==> config.mk <==
export PLATFORM = sky130hd
export DESIGN_NAME = draw_arbiter
export DESIGN_NICKNAME = d
export VERILOG_FILES = /design/src/rtl/draw_arbiter.sv
export SDC_FILE = /design/constraint.sdc
export NUM_CORES = 1
export LEC_CHECK = 0
export BUFFER_PORTS_ARGS = -buffer_cell sky130_fd_sc_hd__buf_4
export CAP_MARGIN = 20
export CELL_PAD_IN_SITES_DETAIL_PLACEMENT = 2
export CELL_PAD_IN_SITES_GLOBAL_PLACEMENT = 2
export CORE_ASPECT_RATIO = 1.4
export CORE_MARGIN = 2
export CORE_UTILIZATION = 27
export CTS_CLUSTER_SIZE = 12
export DETAILED_ROUTE_END_ITERATION = 10
export PLACE_DENSITY_LB_ADDON = 0.1
export SETUP_SLACK_MARGIN = 0.2
export SLEW_MARGIN = 20
export SYNTH_ARGS = -nofsm -noshare
export SYNTH_HDL_FRONTEND = slang
export SYNTH_SLANG_ARGS = --single-unit
export TNS_END_PERCENT = 5
==> constraint.sdc <==
create_clock -name clock -period 1.7 [get_ports clock]
set_clock_uncertainty 0.1 [all_clocks]
set_input_delay 0.255 -clock clock [delete_from_list [all_inputs] [get_ports clock]]
set_output_delay 0.255 -clock clock [all_outputs]
set_load 0.03 [all_outputs]
==> src/rtl/draw_arbiter.sv <==
// draw_arbiter: round-robin owner of the single sprite drawer.
// Three requesters (0 char FSM, 1 platform, 2 button) are served one at a
// time. The winner's command is latched, the drawer gets a start pulse, and
// the grant is released on the drawer's done pulse or on watchdog expiry.
module draw_arbiter #(
    parameter int TIMEOUT = 4095
) (
    input  logic        clock,
    input  logic        resetn,
    input  logic [2:0]  req,
    input  logic [2:0]  kind,
    input  logic [26:0] x_in,
    input  logic [23:0] y_in,
    output logic [2:0]  grant,
    output logic [2:0]  done,
    output logic        drawStart,
    output logic        drawKind,
    output logic [8:0]  drawX,
    output logic [7:0]  drawY,
    input  logic        drawDone,
    output logic        timeout,
    output logic        busy
);

    typedef enum logic [1:0] {
        IDLE    = 2'd0,
        ISSUE   = 2'd1,
        WAIT    = 2'd2,
        RELEASE = 2'd3
    } state_t;

    // Counter value on the last WAIT cycle before the watchdog fires.
    localparam logic [11:0] CNT_LAST = 12'(TIMEOUT - 1);

    state_t      state_r;
    logic [1:0]  last_r;
    logic [1:0]  idx_r;
    logic [11:0] cnt_r;
    logic [2:0]  grant_r;
    logic [2:0]  done_r;
    logic        start_r;
    logic        kind_r;
    logic [8:0]  x_r;
    logic [7:0]  y_r;
    logic        timeout_r;
    logic        busy_r;

    logic [1:0]  pick_s;
    logic        sel_kind_s;
    logic [8:0]  sel_x_s;
    logic [7:0]  sel_y_s;

    // Round-robin search starting one past the most recently released index.
    function automatic logic [1:0] rr_pick(input logic [2:0] r, input logic [1:0] last);
        logic [1:0] res;
        case (last)
            2'd0: begin
                if (r[1])      res = 2'd1;
                else if (r[2]) res = 2'd2;
                else           res = 2'd0;
            end
            2'd1: begin
                if (r[2])      res = 2'd2;
                else if (r[0]) res = 2'd0;
                else           res = 2'd1;
            end
            default: begin
                if (r[0])      res = 2'd0;
                else if (r[1]) res = 2'd1;
                else           res = 2'd2;
            end
        endcase
        return res;
    endfunction

    // One-hot grant vector for a requester index.
    function automatic logic [2:0] onehot(input logic [1:0] idx);
        logic [2:0] res;
        case (idx)
            2'd0:    res = 3'b001;
            2'd1:    res = 3'b010;
            2'd2:    res = 3'b100;
            default: res = 3'b000;
        endcase
        return res;
    endfunction

    // Winner of the round-robin search and its command fields.
    always_comb begin
        pick_s     = rr_pick(req, last_r);
        sel_kind_s = 1'b0;
        sel_x_s    = 9'd0;
        sel_y_s    = 8'd0;
        case (pick_s)
            2'd0: begin
                sel_kind_s = kind[0];
                sel_x_s    = x_in[8:0];
                sel_y_s    = y_in[7:0];
            end
            2'd1: begin
                sel_kind_s = kind[1];
                sel_x_s    = x_in[17:9];
                sel_y_s    = y_in[15:8];
            end
            2'd2: begin
                sel_kind_s = kind[2];
                sel_x_s    = x_in[26:18];
                sel_y_s    = y_in[23:16];
            end
            default: begin
                sel_kind_s = 1'b0;
                sel_x_s    = 9'd0;
                sel_y_s    = 8'd0;
            end
        endcase
    end

    // Arbitration FSM with all outputs registered on the state transitions.
    always_ff @(posedge clock or negedge resetn) begin
        if (!resetn) begin
            state_r   <= IDLE;
            last_r    <= 2'd2;
            idx_r     <= 2'd0;
            cnt_r     <= 12'd0;
            grant_r   <= 3'b000;
            done_r    <= 3'b000;
            start_r   <= 1'b0;
            kind_r    <= 1'b0;
            x_r       <= 9'd0;
            y_r       <= 8'd0;
            timeout_r <= 1'b0;
            busy_r    <= 1'b0;
        end else begin
            case (state_r)
                IDLE: begin
                    if (req != 3'b000) begin
                        idx_r   <= pick_s;
                        grant_r <= onehot(pick_s);
                        kind_r  <= sel_kind_s;
                        x_r     <= sel_x_s;
                        y_r     <= sel_y_s;
                        start_r <= 1'b1;
                        busy_r  <= 1'b1;
                        state_r <= ISSUE;
                    end else begin
                        state_r <= IDLE;
                    end
                end
                ISSUE: begin
                    start_r <= 1'b0;
                    cnt_r   <= 12'd0;
                    state_r <= WAIT;
                end
                WAIT: begin
                    if (drawDone) begin
                        done_r    <= grant_r;
                        timeout_r <= 1'b0;
                        state_r   <= RELEASE;
                    end else if (cnt_r == CNT_LAST) begin
                        done_r    <= grant_r;
                        timeout_r <= 1'b1;
                        state_r   <= RELEASE;
                    end else begin
                        cnt_r <= cnt_r + 12'd1;
                    end
                end
                RELEASE: begin
                    done_r    <= 3'b000;
                    timeout_r <= 1'b0;
                    grant_r   <= 3'b000;
                    busy_r    <= 1'b0;
                    last_r    <= idx_r;
                    state_r   <= IDLE;
                end
                default: begin
                    done_r    <= 3'b000;
                    timeout_r <= 1'b0;
                    grant_r   <= 3'b000;
                    start_r   <= 1'b0;
                    busy_r    <= 1'b0;
                    state_r   <= IDLE;
                end
            endcase
        end
    end

    assign grant     = grant_r;
    assign done      = done_r;
    assign drawStart = start_r;
    assign drawKind  = kind_r;
    assign drawX     = x_r;
    assign drawY     = y_r;
    assign timeout   = timeout_r;
    assign busy      = busy_r;

endmodule

==> results.md <==
- CTS clk-pin slew, worst paths: 60 ps
- CTS Buf Count: 5
- Max incr delay on CP: approximately 540 ps
- # H-tree levels: 2
- WL final: 9960 um
- Hold WC Path Type: input port to register
- Max IR drop VDD: 0.000687 V
- Failing checks: negative setup slack
- Ys flop type: dfrtp_1
- Synth-to-Final Area Change: 63.2%
- Post-layout power: between 6000 and 7000 uW
- Final nets: 452
- Crit start category: register
- Initial antenna violation count: 0
- RSZ-0062 raised after global routing: true
- CTS Root Cell: clkbuf_16
- Vias/cell: 5.45
- Core area: 0.00935 sq mm
- CTS tree: done
- Ranking of synthesized cells by area: dfrtp_1 43%, a222oi_1 7.0%, a32oi_1 6.1%
- Initial DRC Count: 111
- Setup violations, final: 10
- Sequential share of the synthesized area: a little over two fifths
- Mapped Avg Cell Area: 9.98 sq um
- Largest net degree at the start of global routing: 46
- Register Area: about 0.0011 sq mm
- CP Capture Type: register
- Multi-input gate area: 0.00150 sq mm
- Vias in the first global route: 2957
- Cell count after synthesis: between 200 and 300
- Global-route wire length before repair: 15900 um
- Hpwl dp: 6680 um
- Top cell type's share of synthesized area: 42.8%
- Aggregate global-route resource usage: around a fifth
- Mapped Area: 0.00257 sq mm
- Filler cells: roughly 1000
- Clk Latency, worst-skew pair: just under 300 ps
- Most frequent cell after synthesis: dfrtp_1
- Initial Util: 27.5%
- FFs w/ async S/R, synth: 100%
- DR WL/cell: 20.0 um
- Post-synth EDFFs: 0
- Commonest cells in the netlist: 44 x dfrtp_1, 25 x o21ai_0, 20 x and2_1, 20 x nand2_1
- Most area-hungry cell type in the Yosys netlist: dfrtp_1
- CP Data Arrival Time: approximately 1800 ps
- Via count: 2710
- Synthesized net count: roughly 320
- Yosys reg bits: 45
- Relative max-transition margin: between 50% and 60%
- Critical path's most frequent cell: buf_6
- Clock tree buffer depth: 2
- Crit path max-delay cell type: dfstp_2
- Sw Ratio: 41.4%
- Final Max Slew Viols: 0
- Hold Fails Final Rpt: 0
- Crit-path max FO: 10
- Routability Congestion: ~0.79
- DIE HEIGHT: approximately 120 um
- Reg power frac: 26.0%
- Family with the most delay on the worst path: compound AO/OA/AOI/OAI gates
- Rows: 42
- Worst slew pin tran: 641 ps
- ANT cells: 0
- Max Freq: 571 MHz
- 1st-pass router iterations: 8
- Cell Int Power: 3950 uW
- Share of total power in the clock network: 17.2%
- Pleak: approximately 0.0019 uW
- Pwr Density: 1600 mW/mm^2
- Final instance area: roughly 0.0042 sq mm
- Synth Warn #: 0
- Combinational share of power: 56.8%
- Layout cells sized above 1: 46.3%
- Final min period: 1750 ps
- Final worst path period share: 103%
- CP Data Required Time: 1770 ps
- Fin Hold WS: ~120 ps
- Number of I/O port buffers: 86
- DRT antenna net count: 0
- Die X-Extent: 86.5 um
- Num Clock Sinks: 45
- Max_cap viols: 0
- Final worst slack: -52.7 ps
- Status: finished, violations left
- # DRC: 0
- Grt total ovfl: 0
- Post-DP Area: roughly 0.0037 sq mm
- Total Negative Setup Slacks: -347 ps
- Worst path bufs/invs: 3
- Crit Path Class: register to register
- Sequence of cells on the critical path: buf_6, nor2b_4, a22o_4, buf_6, buf_16, a222oi_1, o21ai_1
- Die footprint: 0.0103 sq mm
- Switching pwr: 2790 uW
- I/O pins: 87
- Unique masters post-synth: 43
==> layer usage <==
metal  vias up  track usage (%)  routed length [um]
li1       1261                -                   -
met1      1364             22.6                3800
met2        75             36.6                5660
met3        10             2.54                 339
met4         0             6.35                 168
met5         -                0                   0
==> cell usage in the layout, fill, tap and decap left out, types with 2 or more instances in the layout <==
cell / instances
a21oi_2: 2
a222oi_1: 18
a22o_1: 2
a31oi_1: 3
a32oi_1: 18
and2_1: 19
buf_12: 6
buf_16: 2
buf_4: 120
buf_6: 10
clkbuf_16: 5
dfrtp_1: 44
ha_1: 2
ha_2: 2
ha_4: 2
inv_1: 7
mux2_2: 3
mux2i_1: 8
nand2_1: 20
nand2b_1: 4
nand2b_4: 2
nand3_1: 7
nor2_1: 3
nor2b_1: 5
nor2b_4: 2
nor4_4: 5
o211ai_1: 2
o21ai_0: 5
o21ai_1: 18
o21ai_2: 2
o21bai_1: 3
o22ai_1: 2
o2bb2ai_1: 3
or4_4: 2
==> state kept, by name, indices dropped and copies added (netlist names), 2 cells and up <==
name,cells
cnt_r,12
drawX,9
drawY,8
done,3
grant,3
idx_r,2
last_r,2
state_r,2
==> metrics by stage <==
step	cells	util, %	worst slack [ps]
after global routing	497	44.9	-169
after detailed placement	477	39.0	-296
after global placement	477	39.0	-290
after floorplan	258	-	-148
final	497	44.9	-52.7
after CTS	495	44.0	-138
==> final timing paths <==
path | depth (start not counted) | slack, ps | to | startpoint
setup / recovery | 7 | -50 | drawX[4]$_DFFE_PN0P_ | last_r[1]$_DFFE_PN1P_
setup reg to reg | 7 | -50 | drawX[4]$_DFFE_PN0P_ | last_r[1]$_DFFE_PN1P_
min in group asynchronous | 2 | 430 | drawY[4]$_DFFE_PN0P_ | resetn
hold reg to reg | 2 | 400 | idx_r[1]$_DFFE_PN0P_ | idx_r[1]$_DFFE_PN0P_
hold / removal | 3 | 120 | drawX[4]$_DFFE_PN0P_ | x_in[13]
max in group asynchronous | 2 | 630 | cnt_r[8]$_DFFE_PN0P_ | resetn
==> tightest hold or removal path, stage by stage <==
cell	delay, ps
buf_4	80
a32oi_1	70
o21ai_1	70
==> power groups by stage <==
stage	Combinational [uW]	Sequential [uW]	Clock, uW
final	3830	1750	1160
after global routing	4140	1810	1240
after CTS	3760	1750	1210
after detailed placement	3320	1770	0
after global placement	3240	1750	0
after floorplan	1250	2310	0
==> cell type report <==
type                    count  area share [%]
multi-input cells         186            35.8
repair buffers            140            29.3
flip-flops and latches     45            26.8
clock buffers               7            3.39
well taps                 110            3.28
clock inverters             1           0.715
inverters                   8           0.715
==> kinds of logic after synthesis <==
| group | Yosys count | synth area share, % |
|---|---|---|
| AO/OA/AOI/OAI | 86 | 25.2 |
| AND/OR/NAND/NOR | 83 | 19.7 |
| flip-flops | 45 | 43.8 |
| buffers and inverters | 27 | 3.98 |
| multiplexers | 11 | 4.42 |
| adder cells (fa/ha/maj) | 6 | 2.92 |
==> what timing repair did <==
action / in CTS / in global routing
setup buffers: 6 / 2
pin swaps: 25 / 13
hold buffers: 1 / 0
endpoints found under the setup margin: 43 / 41
gates cloned: 3 / 0
resized for setup: 44 / 23
hold endpoints to repair: 44 / 0
(Power assumes the default switching activity.)
